**config.mk**
```make
export PLATFORM = sky130hd
export DESIGN_NAME = uart_rx16_flat
export DESIGN_NICKNAME = d
export VERILOG_FILES = /design/src/rtl/uart_rx16_if.sv /design/src/rtl/uart_rx16.sv /design/src/flat_wrapper.sv
export SDC_FILE = /design/constraint.sdc
export NUM_CORES = 1
export LEC_CHECK = 0
export CAP_MARGIN = 20
export CORE_UTILIZATION = 54
export CTS_CLUSTER_SIZE = 14
export DETAILED_ROUTE_END_ITERATION = 10
export PLACE_DENSITY = 0.73
export SYNTH_ARGS = -nofsm -noshare
export SYNTH_HDL_FRONTEND = slang
export SYNTH_SLANG_ARGS = --single-unit
```
**constraint.sdc**
```tcl
create_clock -name clk -period 1.9 [get_ports clk]
set_input_delay 0.57 -clock clk [delete_from_list [all_inputs] [get_ports clk]]
set_output_delay 0.57 -clock clk [all_outputs]
set_load 0.03 [all_outputs]
```
**src/rtl/uart_rx16_if.sv**
```systemverilog
// Host-side register interface of the UART receiver: read strobe in,
// received byte and status flags out.
interface uart_rx16_if #(
    parameter int DATA_BITS = 8
);
    logic                 rd;
    logic [DATA_BITS-1:0] rx_data;
    logic                 rx_rdy;
    logic                 frm_err;
    logic                 ovr_err;
    logic                 busy;

    modport master (output rd, input rx_data, rx_rdy, frm_err, ovr_err, busy);
    modport slave  (input rd, output rx_data, rx_rdy, frm_err, ovr_err, busy);
endinterface

```
**src/rtl/uart_rx16.sv**
```systemverilog
// 8N1 UART receive engine driven by a 16x-oversample enable: mid-bit start
// validation, centre sampling, stop-bit check, sticky framing/overrun status.
module uart_rx16 #(
    parameter int DATA_BITS   = 8,
    parameter int SYNC_STAGES = 2
) (
    input  logic        clk,
    input  logic        rst,
    input  logic        en_16x,
    input  logic        rxd,
    uart_rx16_if.slave  host
);
    localparam int BW = (DATA_BITS > 1) ? $clog2(DATA_BITS) : 1;
    localparam logic [BW-1:0] LAST_BIT = BW'(DATA_BITS - 1);

    typedef enum logic [2:0] {S_IDLE, S_START, S_DATA, S_STOP, S_BREAK} state_t;

    state_t               state_q, state_d;
    logic [3:0]           tick_q, tick_d;
    logic [BW-1:0]        bit_q, bit_d;
    logic [DATA_BITS-1:0] shift_q, shift_d;
    logic [SYNC_STAGES-1:0] sync_q;
    logic                 rxd_s;
    logic                 load;

    assign rxd_s = sync_q[SYNC_STAGES-1];

    always_ff @(posedge clk) begin
        if (rst) begin
            sync_q  <= '1;
            state_q <= S_IDLE;
            tick_q  <= '0;
            bit_q   <= '0;
            shift_q <= '0;
        end else begin
            sync_q  <= {sync_q[SYNC_STAGES-2:0], rxd};
            state_q <= state_d;
            tick_q  <= tick_d;
            bit_q   <= bit_d;
            shift_q <= shift_d;
        end
    end

    always_comb begin
        state_d = state_q;
        tick_d  = tick_q;
        bit_d   = bit_q;
        shift_d = shift_q;
        load    = 1'b0;
        if (en_16x) begin
            case (state_q)
                S_IDLE: begin
                    if (!rxd_s) begin
                        state_d = S_START;
                        tick_d  = '0;
                    end
                end
                S_START: begin
                    tick_d = tick_q + 4'd1;
                    // tick 7 is the centre of the start bit: a glitch shorter than half a bit is rejected here
                    if (tick_q == 4'd7) begin
                        if (!rxd_s) begin
                            state_d = S_DATA;
                            tick_d  = '0;
                            bit_d   = '0;
                        end else begin
                            state_d = S_IDLE;
                        end
                    end
                end
                S_DATA: begin
                    tick_d = tick_q + 4'd1;
                    if (tick_q == 4'd15) begin
                        shift_d = {rxd_s, shift_q[DATA_BITS-1:1]};
                        bit_d   = bit_q + BW'(1);
                        if (bit_q == LAST_BIT) state_d = S_STOP;
                    end
                end
                S_STOP: begin
                    tick_d = tick_q + 4'd1;
                    if (tick_q == 4'd15) begin
                        load    = 1'b1;
                        state_d = rxd_s ? S_IDLE : S_BREAK;
                    end
                end
                S_BREAK: begin
                    // a low stop bit holds here so a break is not mistaken for a new start
                    if (rxd_s) state_d = S_IDLE;
                end
                default: state_d = S_IDLE;
            endcase
        end
    end

    always_ff @(posedge clk) begin
        if (rst) begin
            host.rx_data <= '0;
            host.rx_rdy  <= 1'b0;
            host.frm_err <= 1'b0;
            host.ovr_err <= 1'b0;
        end else if (load) begin
            // a frame load beats a coincident read; the read still counts as having consumed the old byte
            host.rx_data <= shift_q;
            host.rx_rdy  <= 1'b1;
            host.frm_err <= ~rxd_s;
            host.ovr_err <= host.rx_rdy & ~host.rd;
        end else if (host.rd) begin
            host.rx_rdy  <= 1'b0;
            host.frm_err <= 1'b0;
            host.ovr_err <= 1'b0;
        end
    end

    assign host.busy = (state_q != S_IDLE);
endmodule

```
**src/flat_wrapper.sv**
```systemverilog
// flat-port wrapper written by rule: the top's interface ports become plain ports
module uart_rx16_flat 
#(
    parameter int DATA_BITS   = 8,
    parameter int SYNC_STAGES = 2
)
  (clk, rst, en_16x, rxd, host_rd, host_rx_data, host_rx_rdy, host_frm_err, host_ovr_err, host_busy);
  uart_rx16_if #(.DATA_BITS(DATA_BITS)) host_i ();
  input  logic clk;
  input  logic rst;
  input  logic en_16x;
  input  logic rxd;
  input wire logic [$bits(host_i.rd)-1:0] host_rd;
  output wire logic [$bits(host_i.rx_data)-1:0] host_rx_data;
  output wire logic [$bits(host_i.rx_rdy)-1:0] host_rx_rdy;
  output wire logic [$bits(host_i.frm_err)-1:0] host_frm_err;
  output wire logic [$bits(host_i.ovr_err)-1:0] host_ovr_err;
  output wire logic [$bits(host_i.busy)-1:0] host_busy;
  assign host_i.rd = host_rd;
  assign host_rx_data = host_i.rx_data;
  assign host_rx_rdy = host_i.rx_rdy;
  assign host_frm_err = host_i.frm_err;
  assign host_ovr_err = host_i.ovr_err;
  assign host_busy = host_i.busy;
  uart_rx16 #(.DATA_BITS(DATA_BITS), .SYNC_STAGES(SYNC_STAGES)) u_core (.clk(clk), .rst(rst), .en_16x(en_16x), .rxd(rxd), .host(host_i));
endmodule
```
Word-level counts from Yosys, hierarchy flattened. Index checks and enable logic that the tools add are counted.

Flip-flop bits (word level): 31. Input port bits: 5. Output and inout bits: 12. Logic and storage cells: 62.

Add/sub/neg operators: 2. Equality and inequality tests: 14. Multiplexer cells: 24. Bitwise operators: 3. Reductions and logical operators: 10.

Operators with widths (number): 2-to-1 mux 3 bit (10); one-hot mux 3 bit (5 select lines) (1); 2-to-1 mux 4 bit (3); one-hot mux 4 bit (3 select lines) (1); != test 2 x 1 -> 1 bit (second input constant) (5); 2-to-1 mux 1 bit (7); AND reduction 7 bit (1); == test 3 x 2 -> 1 bit (second input constant) (2); == test 3 bit (second input constant) (2); one-hot mux 3 bit (2 select lines) (1); AND reduction 3 bit (2); nonzero test 3 bit (2); AND reduction 5 bit (1); adder 4 x 1 -> 4 bit (second input constant) (1); == test 4 x 3 -> 1 bit (second input constant) (1); == test 4 bit (second input constant) (1); != test 2 bit (second input constant) (2); nonzero test 2 bit (2); adder 3 x 1 -> 3 bit (second input constant) (1); == test 3 x 1 -> 1 bit (second input constant) (1); zero test 3 bit (1); 2-to-1 mux 2 bit (1); NOT 1 bit (2); OR reduction 2 bit (1); bitwise AND 1 bit (1).

Longest topological paths before layout. Gate-level depths: netlist (run 1).

Depth after elaboration: 5. Depth in mapped cells: 5. Mapped depth without buffers: 4.

Worst setup path after synthesis (run 1). OpenSTA, ideal clock, no wires.

Path type: input to register. Start point: input port rst. End point: register u_core.host.frm_err. Setup time: 0.132 ns. Data arrival time: 1.357 ns. Required time: 1.768 ns. Path slack: 0.410 ns. Stages: 4. Path buffers: 3. Cell sequence: clkbuf_1 -> clkbuf_1 -> clkbuf_1 -> a21oi_1.

RTL lines: start: declaration (line flat_wrapper.sv:10) `input logic rst;`; end signal: assignment (line uart_rx16.sv:105) `host.frm_err <= ~rxd_s;`; end: declaration (line uart_rx16_if.sv:14) `modport slave (input rd, output rx_data, rx_rdy, frm_err, ovr_err, busy);`.

No word-level cell between the ends.

Final worst setup path (run 1).
Start point: register u_core.state_q[0]. End point: output port host_busy.

Longest elaborated chain between the ends: 1.

Ends and longest elaborated chain: start: declaration (line uart_rx16.sv:18) `state_t state_q, state_d;`; start signal: assignment (line uart_rx16.sv:37) `state_q <= state_d;`; nonzero test 3 bit (line uart_rx16.sv:114) `assign host.busy = (state_q != S_IDLE);`; end: declaration (line flat_wrapper.sv:18) `output wire logic [$bits(host_i.busy)-1:0] host_busy;`.

No other way between the ends.

==> results of run 1 <==
-- power by group --
group          switching [mW]  internal, mW  total, mW
registers             0.00884         0.654      0.663
logic                  0.0405        0.0343     0.0748
clock network           0.206         0.171      0.377
total                   0.255         0.859       1.11
-- final timing paths --
path	to	slack, ns
max	host_busy	0.09
min	u_core.sync_q[1]	0.44
max reg2reg	u_core.shift_q[3]	0.20
min reg2reg	u_core.sync_q[1]	0.44
-- sequential cells by signal, summed over array words and instances (netlist names) --
name,count
u_core.shift_q,8
u_core.tick_q,4
u_core.sync_q,2
u_core.host.rx_rdy,1
u_core.bit_q,3
u_core.state_q,3
u_core.host.rx_data,8
u_core.host.frm_err,1
u_core.host.ovr_err,1
-- timing repair --
action / CTS / global route
setup endpoints to repair: 7 / 5
gates resized for setup: 7 / 6
hold buffers: 0 / 0
-- cells in the final DEF, fill, tap and decap left out, types with 2 or more instances in the layout --
| master | count |
|---|---|
| inv_1 | 6 |
| clkbuf_4 | 5 |
| and3_1 | 2 |
| o41ai_1 | 2 |
| nor4_1 | 2 |
| nand3b_1 | 3 |
| nor2_1 | 2 |
| o31a_1 | 2 |
| buf_4 | 14 |
| nor3b_1 | 2 |
| a211oi_1 | 2 |
| nand3_1 | 12 |
| o21ai_0 | 22 |
| a31oi_1 | 2 |
| nand4_1 | 10 |
| nand2_1 | 5 |
| dfxtp_1 | 30 |
| dlygate4sd2_1 | 7 |
| nor2b_1 | 6 |
| dlymetal6s2s_1 | 4 |
| a311oi_1 | 2 |
| or2_2 | 2 |
| or4b_1 | 2 |
| ha_1 | 3 |
| clkdlybuf4s50_1 | 4 |
| a21oi_1 | 23 |
-- cell usage after synthesis, types with 3 or more instances --
library cell   n  share of area [%]
buf_2         12                4.1
nand3_1       12                4.1
dfxtp_1       31                 42
inv_1          6                1.5
nand4_1       10                4.2
clkbuf_1       6                1.5
a21oi_1       23                7.8
nand2_1        5                1.3
ha_1           3                2.5
nand3b_1       3                1.5
nor2b_1        6                2.5
o21ai_0       22                7.4
nor2_1         3               0.76
-- area by class of cell --
| type | count | area, µm² | share of cell area (%) |
|---|---|---|---|
| multi-input cells | 122 | 759.5 | 42.81 |
| flip-flops and latches | 31 | 621.8 | 35.05 |
| repair buffers | 30 | 276.5 | 15.59 |
| clock buffers | 6 | 51.30 | 2.891 |
| well taps | 30 | 37.54 | 2.116 |
| inverters | 6 | 22.52 | 1.269 |
| clock inverters | 1 | 5.005 | 0.2821 |
-- metrics by stage --
step                setup WS, ns  instances  instance area [µm²]  hold slack, ns   TNS (ns)
floorplan                 0.4105        177                 1483          0.3895          0
global placement        -0.04936        219                 1713          0.3937    -0.1035
detailed placement      -0.08399        219                 1713          0.4180    -0.2222
CTS                     0.002186        226                 1760          0.4391          0
global route           -0.005214        226                 1774          0.4467  -0.005214
finish                   0.08903        226                 1774          0.4434          0
-- routing by layer --
metal,vias up,routed length [µm],global-route usage [%]
li1,694,-,-
met3,7,166,8.889
met4,0,36,6.410
met1,694,1626,33.61
met2,37,1617,40.65
met5,-,0,0
-- cells by family after synthesis --
group           count (synthesis)  synth area share (%)
fa+ha+maj                       3                 2.532
buf+inv                        24                 7.089
compound gates                 62                 24.56
xor+xnor                        1                0.5908
simple gates                   56                 23.38
flops                          31                 41.86
==> flow_summary_export.csv, run 1 <==
group,metric,value,unit
routing,dr.pass1.iters,4,
min_path,whs_path_depth,1,
timing,fmax,552.2,MHz
placed_design,dp.final_hpwl,2.278,mm
critical_path,cp_top_family,"flip-flops",
critical_path,crit_required,1.33,ns
synthesis,synth-seq-area-share,41.86,%
critical_path,cpPeakStageDelay,0.57,ns
timing,min_period_over_period,95.31,%
global_routing,grt_max_degree,33,
synthesis,synth_edf_count,0,
synthesis,yosys_warnings,0,
floorplan,coreArea,0.002545,mm²
timing,hold_viol,0,
clock_tree,cts_tree,"done",
clock_tree,insertion_delay,0.32,ns
critical_path,worstSetupEndpointType,"primary output",
power,peakVddDrop,0.6677,mV
timing,finalMaxSlewViolations,0,
routing,drc,0,
placed_design,numPortBuffers,16,
critical_path,cp_data_arrival_time,1.24,ns
clock_tree,cts.clk_slew.worst_paths,0.09,ns
routing,vias,1432,
floorplan,io_pins,17,
timing,period_needed,1.811,ns
power,power.leakage,0.7249,nW
critical_path,r2r_cells,5,
critical_path,slowest_stage,"dfxtp_1",
power,p_per_area,628.2,mW/mm²
floorplan,die_x,54.40,µm
critical_path,reg2reg_from,"u_core.tick_q[0]",
critical_path,crit_buf_inv,1,
min_path,min_from,"u_core.sync_q[0]",
critical_path,worstSetupStartpoint,"u_core.state_q[0]",
critical_path,startpoint_type,"flip-flop",
global_routing,grt_pass1_wl,5.382,mm
clock_tree,postCtsSetupRepairBufs,0,
outcome,status,"finished clean",
clock_tree,cts_max_path_buffers,2,
floorplan,start_util,58.26,%
global_routing,grt_pass1_vias,1203,
finish,fillCellCount,234,
timing,setup_viol,0,
min_path,hp-class,"flip-flop to flip-flop",
global_routing,grt_use_total,25.84,%
placed_design,gp_congestion,0.8811,
synthesis,synth_area,0.001483,mm²
global_routing,antenna_found_initial,0,
floorplan,die_area,0.002959,mm²
clock_tree,cts_htree_levels,2,
routing,drtAntennaViolNets,0,
floorplan,rows,18,
job,maxCapViolCount,0,
synthesis,synth_nets,185,
floorplan,die_h,54.40,µm
critical_path,critPathMaxFanout,11,
finish,utilization,69.71,%
power,finalPower,1.115,mW
routing,wirelength,3.446,mm
critical_path,crit_cells,3,
global_routing,grt-ovfl-total,0,
clock_tree,cts_root_buf,"clkbuf_4",
timing,timing.slew.headroom,72.06,%
synthesis,ys_seq_elements,31,
finish,final_nets,204,
synthesis,synthCells,177,
finish,area_growth,19.66,%
synthesis,synth.distinct_cells,38,
synthesis,synth-main-ff-cell,"dfxtp_1",
synthesis,synth.avg_cell_area,8.377,µm²
critical_path,worstSetupPathType,"flip-flop to primary output",
timing,worst_slew_pin_slew,0.4191,ns
clock_tree,clock_sinks,31,
finish,drive_above_1_share,13.78,%
timing,fin_worst_skew,0.004223,ns
synthesis,async_reset_ff_share,0,%
finish,diodes,0,
critical_path,crit_chain,"nor2_2, nand2_1, buf_4",
routing,wl_per_cell,15.25,µm
routing,drtIter0Drc,25,
routing,via_per_inst,6.336,
clock_tree,numCtsBuffers,5,
Power figures use the tool's default switching activity.
==> inputs of run 2 (changes only) <==
Settings changed: CAP_MARGIN 20 to unset.
==> results of run 2 <==
The final DEF is identical to that of run 1; final timing and power are the same.
